### src/rtl/branch_control_if.sv
// Fetch-control bundle between the hazard/execute side and the PC sequencer.
// The master drives branch resolution and stall; the slave returns PC and pipeline controls.
interface branch_control_if #(
  parameter int unsigned bus = 32
);
  logic           stall;
  logic           br_valid;
  logic           br_taken;
  logic [bus-1:0] br_target;
  logic [bus-1:0] pc;
  logic           fetch_en;
  logic           flush;
  logic           nop;
  logic [bus-1:0] taken_count;

  modport master (
    output stall, br_valid, br_taken, br_target,
    input  pc, fetch_en, flush, nop, taken_count
  );

  modport slave (
    input  stall, br_valid, br_taken, br_target,
    output pc, fetch_en, flush, nop, taken_count
  );
endinterface

### src/rtl/branch_control.sv
// PC sequencer with taken-branch redirect, fixed-length flush window and a
// saturating taken-branch counter.
module branch_control #(
  parameter int unsigned    bus          = 32,
  parameter int unsigned    PC_STEP      = 4,
  parameter int unsigned    FLUSH_CYCLES = 2,
  parameter logic [bus-1:0] RESET_PC     = '0
) (
  input logic               clk,
  input logic               rst,
  branch_control_if.slave   bif
);

  typedef enum logic {
    RUN,
    FLUSH
  } state_t;

  localparam logic [bus-1:0] STEP       = bus'(PC_STEP);
  localparam logic [2:0]     BCNT_START = 3'(FLUSH_CYCLES - 1);

  state_t         state;
  logic [2:0]     bcnt;
  logic [bus-1:0] pc_q;
  logic [bus-1:0] count_q;

  logic take;
  logic fetch_en_c;
  logic flush_c;
  logic nop_c;

  // Branches seen while flushing come from squashed instructions.
  assign take = (state == RUN) && bif.br_valid && bif.br_taken;

  always_ff @(posedge clk) begin
    if (rst) begin
      pc_q    <= RESET_PC;
      state   <= RUN;
      bcnt    <= '0;
      count_q <= '0;
    end else begin
      case (state)
        RUN: begin
          if (take) begin
            pc_q  <= bif.br_target;
            state <= FLUSH;
            bcnt  <= BCNT_START;
            if (count_q != '1) count_q <= count_q + 1'b1;
          end else if (!bif.stall) begin
            pc_q <= pc_q + STEP;
          end
        end
        FLUSH: begin
          pc_q <= pc_q + STEP;
          if (bcnt == '0) begin
            state <= RUN;
          end else begin
            bcnt <= bcnt - 3'd1;
          end
        end
        default: begin
          state <= RUN;
          bcnt  <= '0;
        end
      endcase
    end
  end

  // flush is combinational in the accepting cycle so the wrong-path fetch is squashed.
  always_comb begin
    fetch_en_c = 1'b0;
    flush_c    = 1'b1;
    nop_c      = 1'b1;
    if (!rst) begin
      if (state == FLUSH) begin
        fetch_en_c = 1'b1;
        flush_c    = 1'b1;
        nop_c      = 1'b1;
      end else begin
        fetch_en_c = !bif.stall || take;
        flush_c    = take;
        nop_c      = 1'b0;
      end
    end
  end

  assign bif.pc          = pc_q;
  assign bif.taken_count = count_q;
  assign bif.fetch_en    = fetch_en_c;
  assign bif.flush       = flush_c;
  assign bif.nop         = nop_c;

endmodule

### src/flat_wrapper.sv
// flat-port wrapper written by rule: the top's interface ports become plain ports
module branch_control_flat 
#(
  parameter int unsigned    bus          = 32,
  parameter int unsigned    PC_STEP      = 4,
  parameter int unsigned    FLUSH_CYCLES = 2,
  parameter logic [bus-1:0] RESET_PC     = '0
)
  (clk, rst, bif_stall, bif_br_valid, bif_br_taken, bif_br_target, bif_pc, bif_fetch_en, bif_flush, bif_nop, bif_taken_count);
  branch_control_if #(.bus(bus)) bif_i ();
  input logic clk;
  input logic rst;
  input wire logic [$bits(bif_i.stall)-1:0] bif_stall;
  input wire logic [$bits(bif_i.br_valid)-1:0] bif_br_valid;
  input wire logic [$bits(bif_i.br_taken)-1:0] bif_br_taken;
  input wire logic [$bits(bif_i.br_target)-1:0] bif_br_target;
  output wire logic [$bits(bif_i.pc)-1:0] bif_pc;
  output wire logic [$bits(bif_i.fetch_en)-1:0] bif_fetch_en;
  output wire logic [$bits(bif_i.flush)-1:0] bif_flush;
  output wire logic [$bits(bif_i.nop)-1:0] bif_nop;
  output wire logic [$bits(bif_i.taken_count)-1:0] bif_taken_count;
  assign bif_i.stall = bif_stall;
  assign bif_i.br_valid = bif_br_valid;
  assign bif_i.br_taken = bif_br_taken;
  assign bif_i.br_target = bif_br_target;
  assign bif_pc = bif_i.pc;
  assign bif_fetch_en = bif_i.fetch_en;
  assign bif_flush = bif_i.flush;
  assign bif_nop = bif_i.nop;
  assign bif_taken_count = bif_i.taken_count;
  branch_control #(.bus(bus), .PC_STEP(PC_STEP), .FLUSH_CYCLES(FLUSH_CYCLES), .RESET_PC(RESET_PC)) u_core (.clk(clk), .rst(rst), .bif(bif_i));
endmodule
### config.mk
export PLATFORM = sky130hd
export DESIGN_NAME = branch_control_flat
export DESIGN_NICKNAME = d
export VERILOG_FILES = /design/src/rtl/branch_control_if.sv /design/src/rtl/branch_control.sv /design/src/flat_wrapper.sv
export SDC_FILE = /design/constraint.sdc
export NUM_CORES = 1
export LEC_CHECK = 0
export CORE_ASPECT_RATIO = 0.75
export CORE_UTILIZATION = 45
export CTS_CLUSTER_SIZE = 25
export DETAILED_ROUTE_END_ITERATION = 12
export GPL_ROUTABILITY_DRIVEN = 0
export HOLD_SLACK_MARGIN = 0.03
export PLACE_DENSITY_LB_ADDON = 0.2
export SYNTH_ARGS = -nofsm -noshare
export SYNTH_HDL_FRONTEND = slang
export SYNTH_SLANG_ARGS = --single-unit
### constraint.sdc
create_clock -name clk -period 5.4 [get_ports clk]
set_clock_uncertainty 0.15 [all_clocks]
set_input_delay 0.54 -clock clk [delete_from_list [all_inputs] [get_ports clk]]
set_output_delay 0.54 -clock clk [all_outputs]
set_load 0.05 [all_outputs]
==> results of run 1 <==
## state kept, by name (all words and copies together) (netlist names)
signal	count
u_core.bcnt	3
u_core.state	1
u_core.bif.pc	32
u_core.bif.taken_count	32
## through the flow
step	power [µW]	cells	setup WS [ns]	hold WS, ns
floorplan	675	482	2.73	0.314
detailed placement	756	666	1.96	0.315
global placement	753	666	1.99	0.299
CTS	1310	682	1.96	0.326
global route	1350	682	1.83	0.336
finish	1300	682	1.95	0.326
## synthesized netlist by cell type, types with 6 or more instances
master | count | area (µm²)
inv_1 | 8 | 30.0
nor3_1 | 6 | 30.0
nand3_1 | 21 | 105
a31oi_1 | 17 | 106
clkbuf_1 | 22 | 82.6
o21ai_0 | 28 | 140
xnor2_1 | 7 | 61.3
a22oi_1 | 13 | 97.6
o211ai_1 | 9 | 67.6
or3_1 | 11 | 68.8
dfxtp_1 | 68 | 1360
nor2_1 | 52 | 195
a21oi_1 | 34 | 170
or4_1 | 9 | 67.6
nand2_1 | 51 | 191
xor2_1 | 13 | 114
nand4_1 | 23 | 144
## worst max-delay path: stages
cell and delay (ns):
clkdlybuf4s50_1 0.56, a21bo_2 0.19, or2_2 0.39, nand2b_1 0.19, inv_1 0.08, clkdlybuf4s50_1 0.79
## cell families after synthesis
kind of cell	Yosys count
buffers and inverters	36
xor gates and xnor gates	20
DFF	68
and+or+nand+nor	215
muxes	2
AOI/OAI and AO/OA	137
adders and majority gates	4
## how the worst min path moves through the flow
stage / from / endpoint
after CTS: u_core.bif.pc[0] / u_core.bif.pc[0]
after detailed placement: u_core.bif.pc[0] / u_core.bif.pc[0]
after floorplan: u_core.bcnt[1] / u_core.bcnt[1]
after global routing: u_core.bif.pc[1] / u_core.bif.pc[1]
final: u_core.bif.pc[1] / u_core.bif.pc[1]
after global placement: u_core.bif.pc[0] / u_core.bif.pc[0]
## routing by layer
layer	GRT usage (%)	share of wire (%)	vias to the layer above
met4	9.86	2.2	0
met2	39.1	42	183
met3	5.79	8.8	26
met5	0	0	-
li1	-	-	1994
met1	37.7	47	1912
## cell type report
class / instances / share of cell area, %
multi-input combinational: 378 / 44.6
sequential: 68 / 26.4
timing repair buffer: 107 / 20.4
clock buffer: 15 / 5.38
tap: 105 / 2.54
inverter: 8 / 0.581
clock inverter: 1 / 0.0969
## report_power, final
| group | leakage, µW | switching (µW) | internal [µW] |
|---|---|---|---|
| Clock | 0.000140 | 208 | 348 |
| Combinational | 0.00101 | 123 | 78.8 |
| Sequential | 0.000552 | 26.2 | 519 |
| Total | 0.00170 | 357 | 946 |
==> metrics.csv, run 1 <==
metric;value;unit
status;completed;
tightestPinTransition;1.09;ns
ioPinCount;104;
cts_setup_buffers;0;
rsz0062_at_grt;false;
synth.distinct_cells;53;
regArea;1360;µm²
rr_worst_depth;5;
multiInputGateArea;2300;µm²
numCtsBuffers;9;
clock_latency;0.33;ns
die_height;81.6;µm
num_antenna_cells;0;
max_freq;290;MHz
wl;11300;µm
slew_headroom;27.1;%
vias_per_cell;6.03;
ant_nets;0;
cts_repair_resize_count;0;
path_class;input port to output pin;
root_buffer;clkbuf_16;
cts_hold_buffers;0;
syn_area_per_cell;7.90;µm²
final_layout_size_suffix_gt1_share;6.07;%
cts_tree;built;
final_cell_mix;102 x clkdlybuf4s50_1, 68 x dfxtp_1, 52 x nor2_1, 51 x nand2_1, 34 x a21oi_1;
period_share;63.9;%
drc;0;
hold_violations;0;
grt_max_degree;58;
drt_first_pass_iters;5;
muxShareOfSynthArea;0.526;%
grt_antenna_before_repair;0;
yosys.area_share.simple;31.1;%
grt.total_usage;26.5;%
crit_fanout;25;
synth_edf_count;0;
synth_area;3810;µm²
vias;4115;
drtIter0Drc;243;
synth_flop_cell;dfxtp_1;
powerDensity;252;nW/µm²
reg2reg_from;u_core.bif.taken_count[2];
cts_max_path_buffers;2;
die_area;8830;µm²
leakagePower;0.00170;µW
async_flop_share;0;%
stdcell_area;5170;µm²
grt_pass1_wl;18200;µm
utilization;64.1;%
startpoint;bif_br_taken;
synth_xor_area_share;4.60;%
min_period;3.45;ns
r2r-end;u_core.bif.taken_count[17];
htree_levels;3;
initial_core_util;47.2;%
layout_commonest_cell;clkdlybuf4s50_1;
fp-row-count;28;
ys_ff_latch;68;
drv_cap;0;
critical_path.startpoint_type;input port;
netlist_instances;482;
clk_pin_slew;0.05;ns
placed_area;4880;µm²
core;8060;µm²
io_buffers;103;
required;4.71;ns
synth_fa_ha_area_share;1.31;%
first_global_vias;3689;
numClockSinks;68;
vdd.ir_drop.worst;0.000202;V
wl_per_cell;16.5;µm
hp-class;register to register;
crit_path_end;bif_fetch_en;
hold_depth;2;
place_hpwl;8040;µm
yosysSeqAreaShare;35.8;%
ys_warn_count;0;
synth_top_family_by_area;simple AND/OR/NAND/NOR gates;
nNetsFinal;613;
area_delta_synth_final;35.7;%
cp.arrival;2.76;ns
slew_viol_final;0;
synth.net_count;523;
fin_tns_setup;0;ns
setup_viol;0;
synth-compound-area-share;22.9;%
fill_cells;740;
cp-end-kind;output pin;
fp.dieW;108;µm
gr-total-overflow;0;
rrSetupSlack;2.77;ns
(Power assumes the default switching activity.)
==> run 2, diff against run 1 <==
- clock period: 5.4 -> 3.5 ns (I/O delays scaled with it)
==> metrics.csv, run 2 (synthesis gave the netlist of run 1 again) <==
metric;value;unit;change
status;completed;;
cts_setup_buffers;0;;unchanged
clk_pin_slew;0.06;ns;about the same
hold_depth;2;;unchanged
slew_headroom;40.6;%;+14 points
grt_antenna_before_repair;0;;unchanged
fin_tns_setup;0;ns;unchanged
grt_max_degree;57;;-1.7%
drtIter0Drc;335;;+38%
ioPinCount;104;;unchanged
slew_viol_final;0;;unchanged
numCtsBuffers;9;;unchanged
layout_commonest_cell;clkdlybuf4s50_1;;
hold_violations;0;;unchanged
totalPowerFinal;2070;µW;+59%
hp-class;register to register;;
place_hpwl;8060;µm;+0.18%
vias;4091;;-0.58%
fp.dieW;108;µm;unchanged
nNetsFinal;618;;+0.82%
htree_levels;3;;unchanged
rr_worst_depth;5;;unchanged
cp_num_buf_inv;3;;unchanged
path_delay_family;buffers and inverters;;
holdWs;0.317;ns;-0.00841 ns
final_cell_mix;102 x clkdlybuf4s50_1, 68 x dfxtp_1, 52 x nor2_1, 51 x nand2_1, 34 x a21oi_1;;
path_class;input port to output pin;;
gr-total-overflow;0;;unchanged
drv_cap;0;;unchanged
num_antenna_cells;0;;unchanged
leakagePower;0.00173;µW;+1.8%
cts_tree;built;;
crit_cells;6;;unchanged
required;3.00;ns;-1.71 ns
cp.arrival;2.31;ns;-0.45 ns
critical_path.startpoint_type;input port;;
crit_path_frequent_cell;clkdlybuf4s50_1;;
die_area;8830;µm²;unchanged
vdd.ir_drop.worst;0.000281;V;+39%
area_delta_synth_final;37.2;%;
grt_pass1_wl;18000;µm;-1.5%
drt_first_pass_iters;4;;-1
core;8060;µm²;unchanged
drc;0;;unchanged
tightestPinTransition;0.884;ns;-0.203 ns
crit_fanout;5;;-80%
critPathMaxStageDelay;0.70;ns;-0.09 ns
utilization;64.8;%;+0.71 points
rsz0062_at_grt;false;;
place_ws;0.712;ns;-1.25 ns
root_buffer;clkbuf_16;;
vias_per_cell;5.95;;-1.3%
path_cells;clkdlybuf4s50_1 -> a21bo_2 -> or2_2 -> nand2b_1 -> inv_1 -> clkdlybuf4s50_1;;
cts_repair_resize_count;0;;unchanged
clock_latency;0.33;ns;about the same
min_period;2.81;ns;
period_share;80.2;%;
crit_path_top_delay_cell;clkdlybuf4s50_1;;
fp-row-count;28;;unchanged
cts_max_path_buffers;2;;unchanged
ant_nets;0;;unchanged
wl_per_cell;16.7;µm;+0.74%
max_freq;356;MHz;
initial_core_util;47.2;%;unchanged
cts_hold_buffers;0;;unchanged
grt.total_usage;26.2;%;-0.35 points
wl;11400;µm;+1.5%
powerDensity;397;nW/µm²;+57%
io_buffers;103;;unchanged
cp-end-kind;output pin;;
timing.final.ws_setup;0.694;ns;-1.26 ns
numClockSinks;68;;unchanged
die_height;81.6;µm;unchanged
final_layout_size_suffix_gt1_share;7.39;%;+1.3 points
first_global_vias;3639;;-1.4%
setup_viol;0;;unchanged
[run 2: cell types whose count changed in the layout (fill, tap and decap cells not counted), moves of 2 or more]
cell        change
buf_4           +5
clkbuf_1        -3
clkbuf_8        -2
clkinvlp_4      +2
[run 2: cell type report]
class,count,area [µm²]
well taps,105,131
inverters,8,30.0
multi-input cells,378,2300
flip-flops and latches,68,1360
fillers,740,2830
repair buffers,112,1090
clock inverters,6,63.8
clock buffers,10,239
[run 2: path summary, 6_finish.rpt]
| kind | startpoint | to | slack (ns) |
|---|---|---|---|
| worst max register to register | u_core.bif.taken_count[8] | u_core.bif.taken_count[17] | 0.85 |
| worst max-delay path | bif_br_taken | bif_fetch_en | 0.69 |
| worst min register to register | u_core.bif.pc[1] | u_core.bif.pc[1] | 0.32 |
| worst min-delay path | u_core.bif.pc[1] | u_core.bif.pc[1] | 0.32 |
[run 2: metal layers]
layer,track usage [%],vias to the layer above,wire (µm)
li1,-,2007,-
met1,37.7,1901,5370
met2,38.0,170,4990
met3,6.83,13,915
met4,7.67,0,162
met5,0,-,0
[run 2: worst min-delay path, delay by kind of cell (launching register included)]
kind	cells	cell delay, ns
flops	1	0.31
compound gates	1	0.05
simple gates	1	0.06
[run 2: power breakdown]
part / internal [µW] / switching, µW
clock: 569 / 348
sequential: 800 / 40.8
combinational: 124 / 192
[run 2: per-stage QoR]
stage,std cells,cell area [µm²]
floorplan,482,3810
global placement,671,4920
detailed placement,671,4920
CTS,687,5220
global route,687,5220
finish,687,5220
==> run 3, diff against run 2 <==
- CORE_UTILIZATION: 45 -> 44
- clock period: 3.5 -> 2.28 ns (I/O delays scaled with it)
==> metrics.csv, run 3 (synthesis gave the netlist of run 1 again) <==
metric;value;unit;change
place_hpwl;8480;µm;+5.2%
leakagePower;0.00190;µW;+9.5%
grt_antenna_before_repair;0;;unchanged
drc;0;;unchanged
hp-class;input port to register;;
layout_commonest_cell;clkdlybuf4s50_1;;
initial_core_util;46.8;%;-0.41 points
fin_tns_setup;0;ns;unchanged
grt_max_degree;31;;-46%
final_layout_size_suffix_gt1_share;18.3;%;+11 points
ant_nets;0;;unchanged
die_area;9030;µm²;+2.2%
critical_path.startpoint_type;register;;
slew_headroom;59.7;%;+19 points
period_share;95.2;%;
htree_levels;3;;unchanged
powerDensity;582;nW/µm²;+47%
drv_cap;0;;unchanged
min_period;2.17;ns;
numClockSinks;68;;unchanged
setup_viol;0;;unchanged
clk_pin_slew;0.06;ns;about the same
root_buffer;clkbuf_16;;
status;completed;;
cts_max_path_buffers;2;;unchanged
vias;4260;;+4.1%
fp.dieW;109;µm;+1.1%
gr-total-overflow;0;;unchanged
cts_tree;built;;
path_cells;nand4_4 -> nor4_4 -> nand4_2 -> or4_1 -> a31oi_1;;
slew_viol_final;0;;unchanged
required;2.38;ns;-0.62 ns
ioPinCount;104;;unchanged
crit_path_top_delay_cell;or4_1;;
io_buffers;103;;unchanged
fin_cells;712;;+3.6%
nNetsFinal;643;;+4.0%
tightestPinTransition;0.604;ns;-0.280 ns
clock_latency;0.33;ns;about the same
wl_per_cell;16.3;µm;-1.9%
path_class;register to register;;
hold_violations;0;;unchanged
place_ws;-0.0536;ns;-0.765 ns
rsz0062_at_grt;false;;
first_global_vias;3759;;+3.3%
cp.arrival;2.27;ns;-0.04 ns
area_delta_synth_final;44.3;%;
crit_fanout;7;;+2
die_height;82.5;µm;+1.1%
grt.total_usage;26.5;%;+0.31 points
drtIter0Drc;366;;+9.3%
cp-end-kind;register;;
cts_repair_resize_count;0;;unchanged
cts_setup_buffers;0;;unchanged
cts_hold_buffers;0;;unchanged
grt_pass1_wl;18600;µm;+3.4%
totalPowerFinal;3200;µW;+54%
num_antenna_cells;0;;unchanged
wl;11600;µm;+1.7%
timing.final.ws_setup;0.111;ns;-0.583 ns
placedCellCount;696;;+3.7%
max_freq;461;MHz;
vdd.ir_drop.worst;0.000377;V;+34%
fp-row-count;28;;unchanged
numCtsBuffers;9;;unchanged
vias_per_cell;5.98;;+0.47%
critPathMaxStageDelay;0.53;ns;-0.17 ns
final_cell_mix;99 x clkdlybuf4s50_1, 52 x nor2_1, 51 x nand2_1, 39 x dfxtp_2;;
core;8130;µm²;+0.87%
drt_first_pass_iters;5;;+1
run 3: cell types whose count changed in the layout (fill, tap and decap cells not counted):
cell and change:
buf_12 +3, clkbuf_1 +2, dfxtp_2 +39, buf_4 +25, dfxtp_4 +3, dfxtp_1 -42
clkdlybuf4s50_1 -3, clkinvlp_4 -2
run 3: critical path: cells and delay by family, from the launching register on:
family | cells | cell delay, ns
DFF | 1 | 0.40
and+or+nand+nor | 4 | 1.36
AOI/OAI and AO/OA | 1 | 0.19
run 3: final timing paths:
| kind | startpoint | endpoint | slack [ns] | cells past startpoint |
|---|---|---|---|---|
| worst max-delay path | u_core.bif.pc[6] | u_core.bif.pc[28] | 0.11 | 5 |
| worst min-delay path | rst | u_core.bif.taken_count[12] | 0.24 | 2 |
| worst max register to register | u_core.bif.pc[6] | u_core.bif.pc[28] | 0.11 | 5 |
| worst min register to register | u_core.bif.pc[0] | u_core.bif.pc[0] | 0.31 | 2 |
run 3: layout make-up:
class	count	area, µm²
multi-input combinational	378	2300
timing repair buffer	137	1310
clock buffer	12	246
inverter	8	30.0
clock inverter	4	48.8
fill	673	2630
tap	105	131
sequential	68	1420
run 3: power breakdown:
part | internal (µW) | switching [µW]
clock | 875 | 513
sequential | 1230 | 60.5
combinational | 215 | 301
run 3: per-stage QoR:
stage | util [%] | instance area [µm²] | hold slack [ns]
floorplan | - | 3870 | 0.214
global placement | 64.0 | 5200 | 0.292
detailed placement | 64.0 | 5200 | 0.305
CTS | 67.6 | 5490 | 0.229
global route | 67.6 | 5490 | 0.260
finish | 67.6 | 5490 | 0.238
run 3: routing by layer:
layer  vias up  routed length (µm)  part of all wire (%)  global-route usage (%)
li1       2049                   -                     -                       -
met1      2003                5550                    48                    38.8
met2       195                4930                    42                    38.6
met3        13                1040                   8.9                    6.04
met4         0                 120                   1.0                    7.20
met5         -                   0                     0                       0
